==> src/rtl/fetch_sequencer.sv <==
// Instruction fetch sequencer: FETCH -> WAIT -> EXEC loop with a fetch timeout and misaligned-PC fault.
// Optional retired-instruction counter enabled by defining FETCH_PERF_COUNT_EN.
module fetch_sequencer #(
  parameter logic [31:0] RESET_PC       = 32'h0000_0000,
  parameter int          TIMEOUT_CYCLES = 16
) (
  input  logic        clk,
  input  logic        rst,
  input  logic        stall,
  input  logic        retire,
  input  logic [31:0] pc_n,
  output logic        imem_req,
  output logic [31:0] imem_addr,
  input  logic        imem_gnt,
  input  logic        imem_rvalid,
  input  logic [31:0] imem_rdata,
  output logic [31:0] pc,
  output logic [31:0] instr,
  output logic        instr_valid,
  output logic        fault,
  output logic [1:0]  fault_cause,
  output logic [31:0] retire_count
);

  typedef enum logic [1:0] {
    S_FETCH = 2'd0,
    S_WAIT  = 2'd1,
    S_EXEC  = 2'd2,
    S_HALT  = 2'd3
  } state_t;

  localparam logic [7:0] TMO_LAST = 8'(TIMEOUT_CYCLES - 1);

  state_t      state_q;
  logic [31:0] pc_q;
  logic [31:0] instr_q;
  logic        instr_valid_q;
  logic        fault_q;
  logic [1:0]  fault_cause_q;
  logic [7:0]  tmo_q;
  logic        retire_ok;

  // Request is combinational on stall so a released stall issues in the same cycle.
  assign imem_req    = (state_q == S_FETCH) && !stall && !rst;
  assign imem_addr   = pc_q;
  assign pc          = pc_q;
  assign instr       = instr_q;
  assign instr_valid = instr_valid_q;
  assign fault       = fault_q;
  assign fault_cause = fault_cause_q;
  assign retire_ok   = (state_q == S_EXEC) && retire;

  always_ff @(posedge clk) begin
    if (rst) begin
      state_q       <= S_FETCH;
      pc_q          <= RESET_PC;
      instr_q       <= '0;
      instr_valid_q <= 1'b0;
      fault_q       <= 1'b0;
      fault_cause_q <= 2'b00;
      tmo_q         <= '0;
    end else begin
      case (state_q)
        S_FETCH: begin
          if (imem_req && imem_gnt) begin
            state_q <= S_WAIT;
            tmo_q   <= '0;
          end
        end
        S_WAIT: begin
          // Data arriving on the last allowed cycle still wins over the timeout.
          if (imem_rvalid) begin
            instr_q       <= imem_rdata;
            instr_valid_q <= 1'b1;
            state_q       <= S_EXEC;
          end else if (tmo_q == TMO_LAST) begin
            state_q       <= S_HALT;
            fault_q       <= 1'b1;
            fault_cause_q <= 2'b10;
          end else if (tmo_q != 8'hFF) begin
            tmo_q <= tmo_q + 8'd1;
          end
        end
        S_EXEC: begin
          if (retire) begin
            instr_valid_q <= 1'b0;
            if (pc_n[1:0] != 2'b00) begin
              state_q       <= S_HALT;
              fault_q       <= 1'b1;
              fault_cause_q <= 2'b01;
            end else begin
              pc_q    <= pc_n;
              state_q <= S_FETCH;
            end
          end
        end
        default: begin
          state_q <= S_HALT;
        end
      endcase
    end
  end

`ifdef FETCH_PERF_COUNT_EN
  logic [31:0] retire_count_q;

  // Misaligned retires still count: the instruction itself completed.
  always_ff @(posedge clk) begin
    if (rst) begin
      retire_count_q <= '0;
    end else if (retire_ok) begin
      retire_count_q <= retire_count_q + 32'd1;
    end
  end

  assign retire_count = retire_count_q;
`else
  logic unused_retire_ok;
  assign unused_retire_ok = retire_ok;
  assign retire_count     = 32'd0;
`endif

endmodule
==> config.mk <==
export PLATFORM = sky130hd
export DESIGN_NAME = fetch_sequencer
export DESIGN_NICKNAME = d
export VERILOG_FILES = /design/src/rtl/fetch_sequencer.sv
export SDC_FILE = /design/constraint.sdc
export NUM_CORES = 1
export LEC_CHECK = 0
export CORE_MARGIN = 2
export CORE_UTILIZATION = 30
export CTS_CLUSTER_SIZE = 28
export DETAILED_ROUTE_END_ITERATION = 6
export GPL_TIMING_DRIVEN = 0
export PLACE_DENSITY_LB_ADDON = 0.08
export SYNTH_ARGS = -nofsm -noshare
export SYNTH_HDL_FRONTEND = slang
export SYNTH_SLANG_ARGS = --single-unit
==> constraint.sdc <==
create_clock -name clk -period 4.5 [get_ports clk]
set_input_delay 0.9 -clock clk [delete_from_list [all_inputs] [get_ports clk]]
set_output_delay 0.9 -clock clk [all_outputs]
set_load 0.01 [all_outputs]
==> results.md, run 1 <==
- The detailed router finished its first iteration with 134 violations.
- The worst pin sits at a relative slew slack of 62.9%.
- At the later pin of the worst-skew pair, clock insertion delay measures 330 ps.
- The area after detailed placement is 0.00548 sq mm.
- The final hold violation count is 0.
- In the routed layout, each cell is associated on average with a via count of 4.37.
- Derived from the worst setup path, the maximum achievable clock frequency is about 300 MHz.
- The floorplan core area is 0.0114 sq mm.
- The die is 112 um wide.
- The initial core utilization is 30.6%.
- The final route contains 3475 vias.
- The max-slew violation total from the final report is 0.
- In this run, post-CTS hold repair placed 0 buffers.
- The leading cell type in the layout, fill and taps excluded is sky130_fd_sc_hd__clkdlybuf4s50_1.
- Leaving out fill and tap cells, the most frequent cells in the layout are 170 x sky130_fd_sc_hd__clkdlybuf4s50_1, 129 x sky130_fd_sc_hd__nand2_1, 78 x sky130_fd_sc_hd__dfxtp_1.
- Entering global routing, the biggest net connects 13 pins.
- The number of input and output port buffers inserted is 170.
- The number of H-tree levels is 3.
- Synthesis produced 436 cells.
- The TritonCTS clock tree is yes.
- The number of global-route vias before repair is approximately 3200.
- The critical path arrival is 2460 ps.
- After clock tree synthesis, the setup repair step added 0 buffers.
- The die outline area is 0.0125 sq mm.
- The worst setup path is launched from a primary input.
- The initial antenna violation count was 0.
- The total of warnings raised by yosys is 0.
- The count of standard-cell rows is 39.
- The filler cell count is 1171.
- The number of synthesized register bits is 78.
- The number of clock buffers added by TritonCTS is 9.
- The repair_antennas step left the layout with diodes totalling 0.
- The mean cell area of the mapped netlist is between 7 and 8 sq um.
- 203 I/O pins were placed.
- Once detailed placement completed, the half-perimeter wirelength came to 7900 um.
- The worst-case IR drop observed on VDD is 0.000167 V.
- At the worst endpoint, the required time is 3600 ps.
- The post-route clock skew is about 5.5 ps.
- In the routed design, unresolved DRC markers number 0.
- The critical path start-end classification is in -> out.
- The final cell area excluding filler cells is 0.00576 sq mm.
- The transition time of the tightest slew-check pin is 556 ps.
- For the final routed database, the setup TNS stands at 0 ps.
- The path category of the worst min-delay check is reg -> reg.
- After detailed routing, the average wire length per cell comes to 12.9 um.
- The worst hold slack is between 400 and 500 ps.
- The flop-to-flop setup slack is 2710 ps.
- The count of max-cap constraint violations is 0.
- At the end of the flow, the number of nets in the layout was 719.
- The remaining number of nets flagged by the antenna check after routing is 0.
- The total global-route track usage is 16.1%.
- The height of the chip is 112 um.
- The first-pass iteration count of the detailed router is 4.
- Of all flip-flops after synthesis, the portion carrying an async set or reset was 0%.
- The number of different library cells used by synthesis comes to 42.
- The worst setup path is captured at an output pin.
- In this run, synthesis inferred 0 flip-flops with an integrated enable.
- In the synthesized netlist the dominant register cell turns out to be sky130_fd_sc_hd__dfxtp_1.
- The post-cts resize count is 0.
- The maximum root-to-sink buffer count is 2.
- The share of the yosys chip area belonging to registers is 44.9%.
- CTS saw 78 sinks.
- The flow ran to the end, and the final reports show no timing, DRC or antenna violations.
- Setup repair after global routing left no endpoint under its margin.
- At the placement stage, the worst setup path has a slack of 1090 ps.
- Of the cells placed in the final design, the portion with a size suffix greater than 1 is 14.7%.
- The largest driver fanout on the critical path is 10.
- Summed over all cells, the static leakage comes to 2.22 nW.
- Compared with the post-synthesis result, the final layout area differs by 65.7%.
- Once routing completed, OpenROAD measured the worst setup slack at ~1100 ps.
- Summed over all layers, the global routing overflow is 0.
- The final layout contains routed wiring with a total length of 10300 um.
- Counting I/O delays and the setup requirement, the final critical path takes 3360 ps.
- The routability-driven placement congestion ratio is ~0.80.
- In this run the power density over the cells is 277 mW/mm^2.
- The portion of the clock cycle consumed by the worst path in the final layout is 74.6%.
- After clock tree synthesis, the clock-pin slew on the worst setup and hold paths is 60 ps.
- The cell area after technology mapping is 0.00348 sq mm.
- The first-pass GRT wire length is 16300 um.
- The cell sitting at the root of the clock tree is a sky130_fd_sc_hd__clkbuf_16.
- The final-report setup violation count is 0.
-- synthesized netlist by cell type (2+ instances only) --
cell                       number  area, sq um
sky130_fd_sc_hd__nand2_1      129          484
sky130_fd_sc_hd__or4_1          2         15.0
sky130_fd_sc_hd__a21oi_1       71          355
sky130_fd_sc_hd__buf_1          3         11.3
sky130_fd_sc_hd__inv_1          2         7.51
sky130_fd_sc_hd__nor2b_1        3         18.8
sky130_fd_sc_hd__and3_1         5         31.3
sky130_fd_sc_hd__nor3b_1        2         15.0
sky130_fd_sc_hd__a31oi_1        2         12.5
sky130_fd_sc_hd__buf_2          4         20.0
sky130_fd_sc_hd__o21ai_0        4         20.0
sky130_fd_sc_hd__buf_4         64          480
sky130_fd_sc_hd__nand3_1        4         20.0
sky130_fd_sc_hd__o41ai_1        2         17.5
sky130_fd_sc_hd__nor2_1        11         41.3
sky130_fd_sc_hd__o311ai_0       3         26.3
sky130_fd_sc_hd__o31ai_1        3         22.5
sky130_fd_sc_hd__clkbuf_1      16         60.1
sky130_fd_sc_hd__nand4_1        2         12.5
sky130_fd_sc_hd__dfxtp_1       78         1560
sky130_fd_sc_hd__or3_2          2         15.0
sky130_fd_sc_hd__nand2b_1       2         12.5
sky130_fd_sc_hd__buf_6          3         33.8
-- cell families after synthesis --
family | after synthesis | share of synthesized area, %
and+or+nand+nor | 170 | 21.1
buffers and inverters | 94 | 18.1
AOI/OAI and AO/OA | 92 | 15.4
DFF | 78 | 44.9
adders and majority gates | 1 | 0.360
other | 1 | 0.108
-- sequential cells by signal, summed over array words and instances (netlist names) --
register and count:
fault 1, instr_valid 1, imem_addr 32, tmo_q 8, state_q 2, instr 32, fault_cause 2
-- stage by stage --
stage	instances	util, %	power, mW
3_3_place_gp	780	48.2	0.919
3_5_place_dp	780	48.2	0.920
6_report	796	50.7	1.60
5_1_grt	796	50.7	1.67
4_1_cts	796	50.7	1.62
2_1_floorplan	467	-	0.816
-- routing by layer --
| layer | up-vias | wire length (um) | track usage [%] |
|---|---|---|---|
| met5 | - | 0 | 0 |
| met4 | 0 | 270 | 7.57 |
| met3 | 20 | 960 | 4.95 |
| met2 | 158 | 4540 | 25.6 |
| met1 | 1531 | 4520 | 20.0 |
| li1 | 1766 | - | - |
-- critical path, cell delays in order --
cell and delay (ps):
sky130_fd_sc_hd__clkdlybuf4s50_1 440, sky130_fd_sc_hd__clkbuf_1 270, sky130_fd_sc_hd__nor4_1 250, sky130_fd_sc_hd__clkdlybuf4s50_1 590
-- final timing paths --
check             startpoint        end  cells after the start
setup / recovery         rst   imem_req                      4
hold / removal     instr[27]  instr[27]                      2
setup reg to reg    tmo_q[4]   tmo_q[6]                      5
hold reg to reg    instr[27]  instr[27]                      2
-- cell type report --
cell class	instances	area [sq um]	area share [%]
inverters	3	11.3	0.195
clock buffers	13	270	4.69
well taps	143	179	3.10
plain buffers	91	619	10.7
flip-flops and latches	78	1560	27.1
clock inverters	3	17.5	0.304
repair buffers	170	1700	29.5
multi-input cells	295	1400	24.4
-- where the power goes --
part / leakage (nW) / switching, mW / internal (mW) / total, mW
Clock: 0.142 / 0.276 / 0.417 / 0.694
Sequential: 0.630 / 0.00714 / 0.703 / 0.710
Combinational: 1.45 / 0.0817 / 0.113 / 0.195
Total: 2.22 / 0.365 / 1.23 / 1.60
Note: power is estimated with default switching activity, not from simulation.
==> run 2: changes to the inputs <==
Clock period 4.5 ns to 3.1 ns, I/O delays scaled along.
==> results of run 2 <==
The final DEF is identical to that of run 1. Status: finished, final reports clean.
Main changes from that run: setup slack after placement 1090 ps -> 247 ps; setup slack after layout 1140 ps -> 302 ps; register-to-register setup slack 2710 ps -> 1310 ps; total power 1.60 mW -> 2.32 mW; worst IR drop on VDD 0.000167 V -> 0.000242 V
==> run 3: changes to the inputs <==
Settings changed: CORE_ASPECT_RATIO set to 1.2.
Clock period 3.1 ns to 2.3 ns, I/O delays scaled along.
==> run 3 against run 2 <==
- count of clock-buffer cells in the layout down 4
- power up 37%
- register-to-register slack worse by 800 ps
- sequential cell count unchanged
- clock skew down 0.76 ps
- via count down 1.2%
- non-clock buffer count unchanged
- core utilization down 0.16 points
- cell count up 1.8%
- final area up 0.48%
- sequential power up 35%
- critical path type unchanged
==> results.md, run 3 (synthesis gave the netlist of run 1 again) <==
- The max-slew violation total from the final report is 0 (unchanged).
- The flop-to-flop setup slack was 510 ps (was 1310 ps).
- The type of destination of the critical path was an output pin (unchanged).
- The launch point of the worst path is rst (unchanged).
- The number of placed instances, taps included is 794 (was 780).
- The number of nets in the layout was 719 (unchanged).
- The initial core utilization was 30.4% (was 30.6%).
- The via density per instance is 4.24 (was 4.37).
- The height of the chip is 122 um (was 112 um).
- The static leakage is 2.23 nW (was 2.22 nW).
- The maximum root-to-sink buffer count was 2 (unchanged).
- The antenna cell count came to 0 (unchanged).
- The pin count of the biggest net entering global routing is 15 (was 13).
- The number of clock sinks was 78 (unchanged).
- The maximum cell stage delay along the critical path is 440 ps (was 590 ps).
- The setup TNS is 0 ps (unchanged).
- The post-route worst setup slack came to 235 ps (was 302 ps).
- Setup repair after global routing missed its margin: no (unchanged).
- The final routed DRC violation total is 0 (unchanged).
- The buffers plus inverters on the worst setup path is 3 (unchanged).
- The count of max-cap constraint violations was 0 (unchanged).
- The final standard cell count with taps included and fillers excluded is 810 (was 796).
- The initial antenna violation count was 0 (unchanged).
- The root buffer cell is sky130_fd_sc_hd__clkbuf_16 (unchanged).
- The required time of the critical path came to 1840 ps (was 2480 ps).
- The number of input and output port buffers inserted is 170 (unchanged).
- The total overflow reported by the global router was 0 (unchanged).
- The critical path start-end classification is in -> out (unchanged).
- The sink of the worst hold path is instr[6] (was instr[27]).
- The post-route clock skew came to 4.70 ps (was 5.47 ps).
- The number of H-tree levels was 3 (unchanged).
- The count of routing violations after the opening detailed-route iteration is 76 (was 134).
- The final hold violation count came to 0 (unchanged).
- The number of global-route vias before repair was 3197 (was 3221).
- The master of the slowest instance on the critical path is sky130_fd_sc_hd__clkdlybuf4s50_1 (unchanged).
- The largest delay contributor family on the critical path is buffers and inverters (unchanged).
- The peak supply drop is 0.000301 V (was 0.000242 V).
- The final critical path takes up 89.8% of the cycle.
- The floorplan core area was 0.0115 sq mm (was 0.0114 sq mm).
- The cell depth of the worst flop-to-flop path was 5 (unchanged).
- The overall via count from detail_route is 3435 (was 3475).
- The largest driver fanout on the critical path is 10 (unchanged).
- The routability-driven placement congestion ratio is 0.781 (was 0.801).
- The die outline area is 0.0125 sq mm (about the same).
- The net switching component of the power is 0.739 mW (was 0.530 mW).
- Leading cell types in the layout, fill and taps excluded: 169 x sky130_fd_sc_hd__clkdlybuf4s50_1, 129 x sky130_fd_sc_hd__nand2_1, 78 x sky130_fd_sc_hd__dfxtp_1 (was 170 x sky130_fd_sc_hd__clkdlybuf4s50_1, 129 x sky130_fd_sc_hd__nand2_1, 78 x sky130_fd_sc_hd__dfxtp_1).
- The setup slack after placement is -176 ps (was 247 ps).
- The critical path arrival is 1600 ps (was 2180 ps).
- The hold-fix buffer count after cts is 0 (unchanged).
- The final routed wire length divided by cell count was 12.3 um (was 12.9 um).
- List of cells traversed by the critical path: clkdlybuf4s50_1 > clkbuf_2 > nor4_1 > dlygate4sd2_1 (was clkdlybuf4s50_1 > clkbuf_1 > nor4_1 > clkdlybuf4s50_1).
- The count of standard-cell rows is 43 (was 39).
- The area growth from synthesis to layout was 66.5% (was 65.7%).
- The minimum clock period after layout is between 2000 and 2500 ps.
- The share of layout cells above drive strength 1 is 15.0% (was 14.7%).
- The cell-internal power is 2.44 mW (was 1.79 mW).
- The endpoint of the worst register-to-register path is tmo_q[6] (unchanged).
- Status: finished, final reports clean (unchanged).
- The combinational fraction of design power is 12.0% (was 12.2%).
- The total power is 3.18 mW (was 2.32 mW).
- The proportion of total power due to net switching is 23.3% (was 22.8%).
- The clock share of power is 44.3% (was 43.4%).
- Static timing analysis puts the maximum clock frequency at slightly below 500 MHz.
- The clock slew seen by the registers of the worst setup and hold paths is 50 ps (was 60 ps).
- The max-slew headroom at the worst pin is 64.0% (was 62.9%).
- The filler cell count is 1139 (was 1171).
- The routed wire length is 9950 um (was 10300 um).
- The beginning of the worst register-to-register path is tmo_q[4] (unchanged).
- The origin of the worst min-delay path is instr[6] (was instr[27]).
- The first-pass GRT wire length came to 15600 um (was 16300 um).
- The power density of the placed cells is 549 mW/mm^2 (was 403 mW/mm^2).
- The worst hold path depth came to 2 (unchanged).
- The horizontal die dimension is 102 um (was 112 um).
- The number of buffers added by the clock tree synthesis step is 9 (unchanged).
- The clock latency of the later-clocked register in the worst-skew pair is 330 ps (about the same).
- The path category of the worst min-delay check is reg -> reg (unchanged).
- The end-of-flow core utilization was 50.5% (was 50.7%).
- The post-detailed-placement half-perimeter wirelength is 7680 um (was 7900 um).
- The total global-route track usage is 15.9% (was 16.1%).
- The element type at the critical path start is a primary input (unchanged).
- The count of pins on the block boundary is 203 (unchanged).
- The transition time of the tightest slew-check pin is 539 ps (was 556 ps).
- The final-report setup violation count was 0 (unchanged).
- The fraction of power consumed by sequential logic came to 43.7% (was 44.4%).
- The leading cell type in the layout, fill and taps excluded is sky130_fd_sc_hd__clkdlybuf4s50_1 (unchanged).
- The TritonCTS clock tree is yes (unchanged).
- The remaining number of nets flagged by the antenna check after routing is 0 (unchanged).
- The first-pass iteration count of the detailed router is 4 (unchanged).
## run 3: repair_timing
| item | in CTS | in global routing |
|---|---|---|
| setup buffers | 0 | 0 |
| setup endpoints to repair | 1 | 0 |
| gates resized for setup | 2 | 0 |
## run 3: per-layer routing
| metal | routed length [um] | GRT usage (%) |
|---|---|---|
| met2 | 4670 | 26.9 |
| met5 | 0 | 0 |
| met1 | 4200 | 18.1 |
| met3 | 949 | 5.79 |
| met4 | 126 | 6.25 |
## run 3: how the worst max path moves through the flow
| stage | to | slack, ps | depth (start not counted) |
|---|---|---|---|
| final | imem_req | 240 | 4 |
| after global routing | imem_req | 140 | 4 |
| after CTS | imem_req | 190 | 4 |
| after detailed placement | imem_req | -180 | 4 |
| after global placement | imem_req | -170 | 4 |
| after floorplan | tmo_q[6] | 670 | 5 |
## run 3: area by class of cell
type | count | area, sq um | area share (%)
sequential | 78 | 1560 | 27.0
multi-input combinational | 295 | 1400 | 24.2
clock buffer | 9 | 225 | 3.89
buffer | 91 | 621 | 10.7
tap | 157 | 196 | 3.39
timing repair buffer | 170 | 1700 | 29.4
inverter | 3 | 11.3 | 0.194
clock inverter | 7 | 72.6 | 1.25
## run 3: per-stage QoR
step / hold WS (ps) / area (sq um)
after CTS: 455 / 5790
after floorplan: 462 / 3600
final: 454 / 5790
after global placement: 441 / 5490
after detailed placement: 446 / 5490
after global routing: 471 / 5790
## run 3: power groups by stage
stage	combinational (mW)	clock (mW)	sequential (mW)
final	0.381	1.41	1.39
after global routing	0.420	1.52	1.39
after CTS	0.384	1.45	1.39
after detailed placement	0.383	0	1.42
after global placement	0.381	0	1.42
after floorplan	0.167	0	1.43
## run 3: worst min-delay path, stage by stage (launching register included)
cell and delay [ps]:
sky130_fd_sc_hd__dfxtp_1 300, sky130_fd_sc_hd__nand2_1 50, sky130_fd_sc_hd__a21oi_1 50
